==> config.mk <==
export PLATFORM = sky130hd
export DESIGN_NAME = regfile_param_flat
export DESIGN_NICKNAME = d
export VERILOG_FILES = /design/src/rtl/regfile_param_if.sv /design/src/rtl/regfile_param.sv /design/src/flat_wrapper.sv
export SDC_FILE = /design/constraint.sdc
export NUM_CORES = 1
export LEC_CHECK = 0
export CORE_MARGIN = 8
export CORE_UTILIZATION = 60
export CTS_CLUSTER_DIAMETER = 60
export DETAILED_ROUTE_END_ITERATION = 10
export HOLD_SLACK_MARGIN = 0.02
export PLACE_DENSITY_LB_ADDON = 0.3
export SYNTH_ARGS = -nofsm -noshare
export SYNTH_HDL_FRONTEND = slang
export SYNTH_SLANG_ARGS = --single-unit
==> constraint.sdc <==
create_clock -name clk -period 20.7 [get_ports clk]
set_input_delay 2.07 -clock clk [delete_from_list [all_inputs] [get_ports clk]]
set_output_delay 2.07 -clock clk [all_outputs]
set_load 0.05 [all_outputs]
==> src/rtl/regfile_param_if.sv <==
// Bus bundle for regfile_param: read ports, branch port, two write ports and scoreboard.
// The DUT connects through the slave modport, the driver through the master modport.
interface regfile_param_if #(
    parameter int DW  = 32,
    parameter int AW  = 3,
    parameter int NRD = 2
);
    logic [NRD*AW-1:0] rd_addr;
    logic [NRD*DW-1:0] rd_data;
    logic [NRD-1:0]    rd_pending;
    logic [AW-1:0]     br_addr;
    logic [DW-1:0]     br_value;
    logic              wa_en;
    logic [AW-1:0]     wa_addr;
    logic [DW-1:0]     wa_data;
    logic              wb_en;
    logic [AW-1:0]     wb_addr;
    logic [DW-1:0]     wb_data;
    logic              rsv_en;
    logic [AW-1:0]     rsv_addr;
    logic              rsv_err;
    logic              any_pending;

    modport master (
        output rd_addr, br_addr, wa_en, wa_addr, wa_data,
               wb_en, wb_addr, wb_data, rsv_en, rsv_addr,
        input  rd_data, rd_pending, br_value, rsv_err, any_pending
    );

    modport slave (
        input  rd_addr, br_addr, wa_en, wa_addr, wa_data,
               wb_en, wb_addr, wb_data, rsv_en, rsv_addr,
        output rd_data, rd_pending, br_value, rsv_err, any_pending
    );
endinterface

==> src/rtl/regfile_param.sv <==
// Parametrised register file: NRD read ports + branch port, dual write, pending scoreboard.
// Optional same-cycle write-to-read bypass is enabled by defining REGFILE_BYPASS_EN.
module regfile_param #(
    parameter int DW   = 32,
    parameter int NREG = 8,
    parameter int AW   = $clog2(NREG),
    parameter int NRD  = 2
) (
    input logic             clk,
    input logic             rst,
    regfile_param_if.slave  bus
);
    logic [DW-1:0]   regs_q [NREG];
    logic [DW-1:0]   regs_d [NREG];
    logic [NREG-1:0] pend_q, pend_d;
    logic            rsv_err_q, rsv_err_d;

    always_comb begin
        regs_d    = regs_q;
        pend_d    = pend_q;
        rsv_err_d = bus.rsv_en && pend_q[bus.rsv_addr];
        if (bus.wb_en) begin
            regs_d[bus.wb_addr] = bus.wb_data;
            pend_d[bus.wb_addr] = 1'b0;
        end
        // ALU port is applied last so it wins a same-address collision; reserve likewise wins over wb clear
        if (bus.wa_en) regs_d[bus.wa_addr] = bus.wa_data;
        if (bus.rsv_en) pend_d[bus.rsv_addr] = 1'b1;
    end

    always_ff @(posedge clk or posedge rst) begin
        if (rst) begin
            for (int i = 0; i < NREG; i++) regs_q[i] <= '0;
            pend_q    <= '0;
            rsv_err_q <= 1'b0;
        end else begin
            regs_q    <= regs_d;
            pend_q    <= pend_d;
            rsv_err_q <= rsv_err_d;
        end
    end

    logic [NRD*DW-1:0] rd_data_w;
    logic [NRD-1:0]    rd_pend_w;
    logic [DW-1:0]     br_w;

    // Port index NRD is the branch-target port; it shares the data path but has no pending output
    genvar gi;
    generate
        for (gi = 0; gi < NRD + 1; gi++) begin : g_port
            logic [AW-1:0] a;
            logic [DW-1:0] v;

            always_comb begin
                v = regs_q[a];
`ifdef REGFILE_BYPASS_EN
                if (bus.wa_en && bus.wa_addr == a)      v = bus.wa_data;
                else if (bus.wb_en && bus.wb_addr == a) v = bus.wb_data;
`endif
            end

            if (gi < NRD) begin : g_gen
                logic p;
                assign a = bus.rd_addr[gi*AW +: AW];
                always_comb begin
                    p = pend_q[a];
`ifdef REGFILE_BYPASS_EN
                    if (bus.rsv_en && bus.rsv_addr == a)    p = 1'b1;
                    else if (bus.wb_en && bus.wb_addr == a) p = 1'b0;
`endif
                end
                assign rd_data_w[gi*DW +: DW] = v;
                assign rd_pend_w[gi]          = p;
            end else begin : g_br
                assign a    = bus.br_addr;
                assign br_w = v;
            end
        end
    endgenerate

    assign bus.rd_data     = rd_data_w;
    assign bus.rd_pending  = rd_pend_w;
    assign bus.br_value    = br_w;
    assign bus.rsv_err     = rsv_err_q;
    assign bus.any_pending = |pend_q;
endmodule

==> src/flat_wrapper.sv <==
// flat-port wrapper written by rule: the top's interface ports become plain ports
module regfile_param_flat 
#(
    parameter int DW   = 32,
    parameter int NREG = 8,
    parameter int AW   = $clog2(NREG),
    parameter int NRD  = 2
)
  (clk, rst, bus_rd_addr, bus_br_addr, bus_wa_en, bus_wa_addr, bus_wa_data, bus_wb_en, bus_wb_addr, bus_wb_data, bus_rsv_en, bus_rsv_addr, bus_rd_data, bus_rd_pending, bus_br_value, bus_rsv_err, bus_any_pending);
  regfile_param_if #(.DW(DW), .AW(AW), .NRD(NRD)) bus_i ();
  input logic clk;
  input logic rst;
  input wire logic [$bits(bus_i.rd_addr)-1:0] bus_rd_addr;
  input wire logic [$bits(bus_i.br_addr)-1:0] bus_br_addr;
  input wire logic [$bits(bus_i.wa_en)-1:0] bus_wa_en;
  input wire logic [$bits(bus_i.wa_addr)-1:0] bus_wa_addr;
  input wire logic [$bits(bus_i.wa_data)-1:0] bus_wa_data;
  input wire logic [$bits(bus_i.wb_en)-1:0] bus_wb_en;
  input wire logic [$bits(bus_i.wb_addr)-1:0] bus_wb_addr;
  input wire logic [$bits(bus_i.wb_data)-1:0] bus_wb_data;
  input wire logic [$bits(bus_i.rsv_en)-1:0] bus_rsv_en;
  input wire logic [$bits(bus_i.rsv_addr)-1:0] bus_rsv_addr;
  output wire logic [$bits(bus_i.rd_data)-1:0] bus_rd_data;
  output wire logic [$bits(bus_i.rd_pending)-1:0] bus_rd_pending;
  output wire logic [$bits(bus_i.br_value)-1:0] bus_br_value;
  output wire logic [$bits(bus_i.rsv_err)-1:0] bus_rsv_err;
  output wire logic [$bits(bus_i.any_pending)-1:0] bus_any_pending;
  assign bus_i.rd_addr = bus_rd_addr;
  assign bus_i.br_addr = bus_br_addr;
  assign bus_i.wa_en = bus_wa_en;
  assign bus_i.wa_addr = bus_wa_addr;
  assign bus_i.wa_data = bus_wa_data;
  assign bus_i.wb_en = bus_wb_en;
  assign bus_i.wb_addr = bus_wb_addr;
  assign bus_i.wb_data = bus_wb_data;
  assign bus_i.rsv_en = bus_rsv_en;
  assign bus_i.rsv_addr = bus_rsv_addr;
  assign bus_rd_data = bus_i.rd_data;
  assign bus_rd_pending = bus_i.rd_pending;
  assign bus_br_value = bus_i.br_value;
  assign bus_rsv_err = bus_i.rsv_err;
  assign bus_any_pending = bus_i.any_pending;
  regfile_param #(.DW(DW), .NREG(NREG), .AW(AW), .NRD(NRD)) u_core (.clk(clk), .rst(rst), .bus(bus_i));
endmodule
======== After elaboration in Yosys (flattened, before gate mapping) ========
Index checks and enable logic that the tools add are counted.
storage, ports and cells
  logic and storage cells ................. 66
  output and inout bits ................... 100
  register bits ........................... 265
operators by class
  bitwise gates (word level) .............. 8
  order comparisons ....................... 13
  reduce and logical (&&, ||, !) cells .... 6
  multiplexer cells ....................... 29
operators by type and width
  operator              number
  $bwmux W256           2
  $mux W256             2
  $bmux W32 S3          3
  $mux W32              8
  $demux W32 S3         2
  $ge A4 B4 Y1 const B  5
  $not A3 Y4            5
  $lt A3 B4 Y1 const B  4
  $mux W8               2
  $bmux W1 S3           3
  $and A8 B8 Y8         1
  $lt A4 B1 Y1 const B  2
  $not A8 Y8            1
  $or A8 B8 Y8          1
  $reduce_or A8 Y1      1
  $demux W1 S3          2
  $ge A3 B1 Y1 const B  2
  $logic_and A1 B1 Y1   5
  $mux W1               5

======== Longest topological paths before layout ========
  depth after elaboration ................. 9
  gate-level depth with buffers ........... 6
  gate-level depth less buffers ........... 3

======== Worst setup path before layout ========
OpenSTA, ideal clock, no wires.
  path kind ............................... input -> output
  from .................................... input port bus_rd_addr[0]
  to ...................................... output port bus_rd_pending[0]
  setup slack ............................. 15249 ps
  stages on the path ...................... 5
  data arrival time ....................... 3381 ps
  buffers on the path ..................... 3
  cell sequence ........................... buf_4 buf_6 mux4_2 mux2_2 buf_4
between the ends
  word-level cells in the longest chain between the ends .. 2
RTL lines
  item                           line                 text
  from (decl)                    flat_wrapper.sv:13   input wire logic [$bits(bus_i.rd_addr)-1:0] bus_rd_addr;
  $bmux W1 S3                    regfile_param.sv:66  p = pend_q[a];
  $mux W1 (not written as such)  regfile_param.sv:66
  to (decl)                      flat_wrapper.sv:24   output wire logic [$bits(bus_i.rd_pending)-1:0] bus_rd_pending;
Every way passes these cells. The select of a mux whose other input is x is not followed.

======== Final worst setup path ========
  from .................................... input port bus_rd_addr[3]
  to ...................................... output port bus_rd_data[61]
between the ends
  word-level cells in the longest chain between the ends .. 4
RTL lines
  item                                         line                 text
  $not A3 Y4 (not written as such)             regfile_param.sv:55  v = regs_q[a];
  $bmux W32 S3                                 regfile_param.sv:55
  $mux W32 (not written as such) (2 in a row)  regfile_param.sv:55
  to (decl)                                    flat_wrapper.sv:23   output wire logic [$bits(bus_i.rd_data)-1:0] bus_rd_data;
Every way passes these cells. The select of a mux whose other input is x is not followed.

==> impl_metrics.json <==
{
  "hold_class": "reg2reg",
  "die_area_um2": 36500,
  "antenna_left": 0,
  "drtIter0Drc": 1368,
  "crit_chain": "buf_4 > buf_4 > mux4_2 > mux2_2 > clkdlybuf4s50_1",
  "fmax_mhz": 141,
  "synth_area_per_cell_um2": 11.6,
  "io_buffers": 186,
  "r2r_slack_ns": 19.70,
  "pwr-share-clk_pct": 28.0,
  "internal-power_uw": 1400,
  "cts.sinks": 265,
  "powerDensity_nw_per_um2": 104,
  "ys_seq_area_share_pct": 36.1,
  "seqPwrFrac_pct": 34.5,
  "post_cts_buffers": 0,
  "slowest_stage": "buf_4",
  "initial_core_util_pct": 60.5,
  "setup_viol": 0,
  "grtUsageMet3_pct": 5.16,
  "endpoint": "bus_rd_data[61]",
  "hold-worst-slack_ns": 0.568,
  "pre_cts_slack_ns": 13.58,
  "synth_edf_count": 0,
  "reg2regPathDepth": 3,
  "fp.coreArea_um2": 30300,
  "antenna_found_initial": 1,
  "max_stage_delay_ns": 0.82,
  "ys.flop_type": "dfrtp_1",
  "fin_util_pct": 69.4,
  "cp.required_ns": 18.63,
  "place_inst": 1986,
  "cts_buffers": 34,
  "cp-startpoint": "bus_rd_addr[3]",
  "switching_share_pct": 36.0,
  "clk_latency_ns": 0.51,
  "ys_seq_elements": 265,
  "dieHeight_um": 191,
  "start_kind": "primary input",
  "grt_pass1_wl_um": 83600,
  "leakagePower_uw": 0.00862,
  "path_class": "in2out",
  "dpl.hpwl_um": 30000,
  "ys_types": 28,
  "cap_violations": 0,
  "drv_slew": 0,
  "vias": 13800,
  "arrival_ns": 5.01,
  "yosys_warnings": 0,
  "layout_common_cells": "dfrtp_1 (265), mux2i_1 (260), mux4_2 (196)",
  "critPathMaxFanout": 42,
  "relSlewSlack_pct": 26.7,
  "finalNonFillerCells": 2043,
  "irDropWorstVdd_mv": 0.0657,
  "grt_use_met2_pct": 50.5,
  "grt_pass1_vias": 14300,
  "rsz0062_at_grt": "no",
  "cts_tree": "built",
  "syn_area_um2": 18400,
  "hold_viol_final": 0,
  "syn_inst": 1585,
  "clockRootBuffer": "clkbuf_16",
  "cp_common_cell": "buf_4",
  "pwr-share-comb_pct": 37.5,
  "fin_crit_ns": 7.08,
  "syn2layout_area_growth_pct": 14.7,
  "via_per_inst": 6.75,
  "r2r-end": "u_core.bus.rsv_err$_DFF_PP0_",
  "dieWidth_um": 191,
  "grt_max_degree": 76,
  "nets": 1713,
  "htreeDepth": 2,
  "gr-total-overflow": 0,
  "hold_buffers": 0,
  "clockBufferDepth": 3,
  "finalSetupTns_ns": 0,
  "gp_congestion": 0.810,
  "rows": 64,
  "r2r-start": "u_core.pend_q[0]$_DFF_PP0_",
  "wl_um": 54300,
  "cp-end-kind": "output port",
  "worstMarginPinSlew_ns": 1.10,
  "power.switching_uw": 786,
  "io_pins": 187,
  "ctsResizeCount": 0,
  "clk_pin_slew_ns": 0.06,
  "met1_usage_pct": 37.3,
  "synth_nets": 1672,
  "status": "finished, final reports clean",
  "drive_gt1_share_pct": 24.0,
  "fin_ws_ns": 13.62,
  "wire_per_inst_um": 26.6,
  "drtPass1Iterations": 7,
  "grtUsageTotal_pct": 29.7,
  "final_common_cell": "dfrtp_1",
  "drc_errors": 0,
  "top_usage_layer": "met2",
  "finalCritPeriodShare_pct": 34.2,
  "synth-async-reset-ratio_pct": 100,
  "fin_skew_ns": 0.00574
}
[Yosys cell counts, types with 3 or more instances]
cell / instances / area, µm²
clkbuf_1: 83 / 312
nand2_1: 135 / 507
o22ai_1: 6 / 37.5
buf_6: 14 / 158
nor2_1: 128 / 480
clkbuf_2: 19 / 95.1
nand2b_1: 3 / 18.8
buf_2: 52 / 260
nand4b_1: 6 / 52.6
dfrtp_1: 265 / 6630
a21oi_1: 128 / 641
mux2i_1: 260 / 2600
nor4bb_1: 3 / 30.0
buf_4: 20 / 150
o21ai_0: 13 / 65.1
and4bb_1: 3 / 37.5
buf_1: 20 / 75.1
mux2_2: 98 / 1100
mux4_2: 196 / 4410
inv_1: 5 / 18.8
o21ai_1: 119 / 596
[power by group through the flow]
stage | Sequential, µW | Clock, µW | Combinational [µW]
after floorplan | 715 | 0 | 618
after global placement | 742 | 0 | 799
after detailed placement | 753 | 0 | 816
after CTS | 748 | 617 | 821
after global routing | 769 | 637 | 861
final | 754 | 612 | 819
[logic make-up after synthesis]
logic type | share of synthesized area, %
buffers and inverters | 5.86
AND/OR/NAND/NOR | 6.51
flip-flops | 36.1
AO/OA/AOI/OAI | 7.33
multiplexers | 44.2
[state kept, by name, summed over array words and instances, names as in the netlist]
register,cells
u_core.regs_q,256
u_core.pend_q,8
u_core.bus.rsv_err,1
[area by class of cell]
class                      count  area, µm²
fill                        2177       9290
clock buffer                  44       1000
timing repair buffer         214       2030
multi-input combinational   1106      10700
sequential                   265       6630
inverter                       5       26.3
clock inverter                12        154
tap                          396        495
antenna                        1       2.50
[critical path, delay by kind of cell]
family,cells,cell delay (ns)
buffers and inverters,3,1.99
multiplexers,2,0.92
[worst min path at each step]
stage,startpoint,to,slack [ns],cells past startpoint
2_1_floorplan,u_core.pend_q[6]$_DFF_PP0_,u_core.pend_q[6]$_DFF_PP0_,0.50,2
3_3_place_gp,u_core.pend_q[6]$_DFF_PP0_,u_core.pend_q[6]$_DFF_PP0_,0.54,2
3_5_place_dp,u_core.pend_q[5]$_DFF_PP0_,u_core.pend_q[5]$_DFF_PP0_,0.56,2
4_1_cts,u_core.pend_q[5]$_DFF_PP0_,u_core.pend_q[5]$_DFF_PP0_,0.56,2
5_1_grt,u_core.pend_q[5]$_DFF_PP0_,u_core.pend_q[5]$_DFF_PP0_,0.57,2
6_report,u_core.pend_q[5]$_DFF_PP0_,u_core.pend_q[5]$_DFF_PP0_,0.57,2
[through the flow]
stage	power, µW	instance area, µm²
2_1_floorplan	1330	18400
3_3_place_gp	1540	19900
3_5_place_dp	1570	19900
4_1_cts	2190	21100
5_1_grt	2270	21100
6_report	2180	21100
[per-layer routing]
metal  vias up  part of all wire, %
li1       5956                    -
met1      6977                   38
met2       709                   50
met3       146                  8.1
met4         0                  3.5
met5         -                    0
Note: power is estimated with default switching activity, not from simulation.
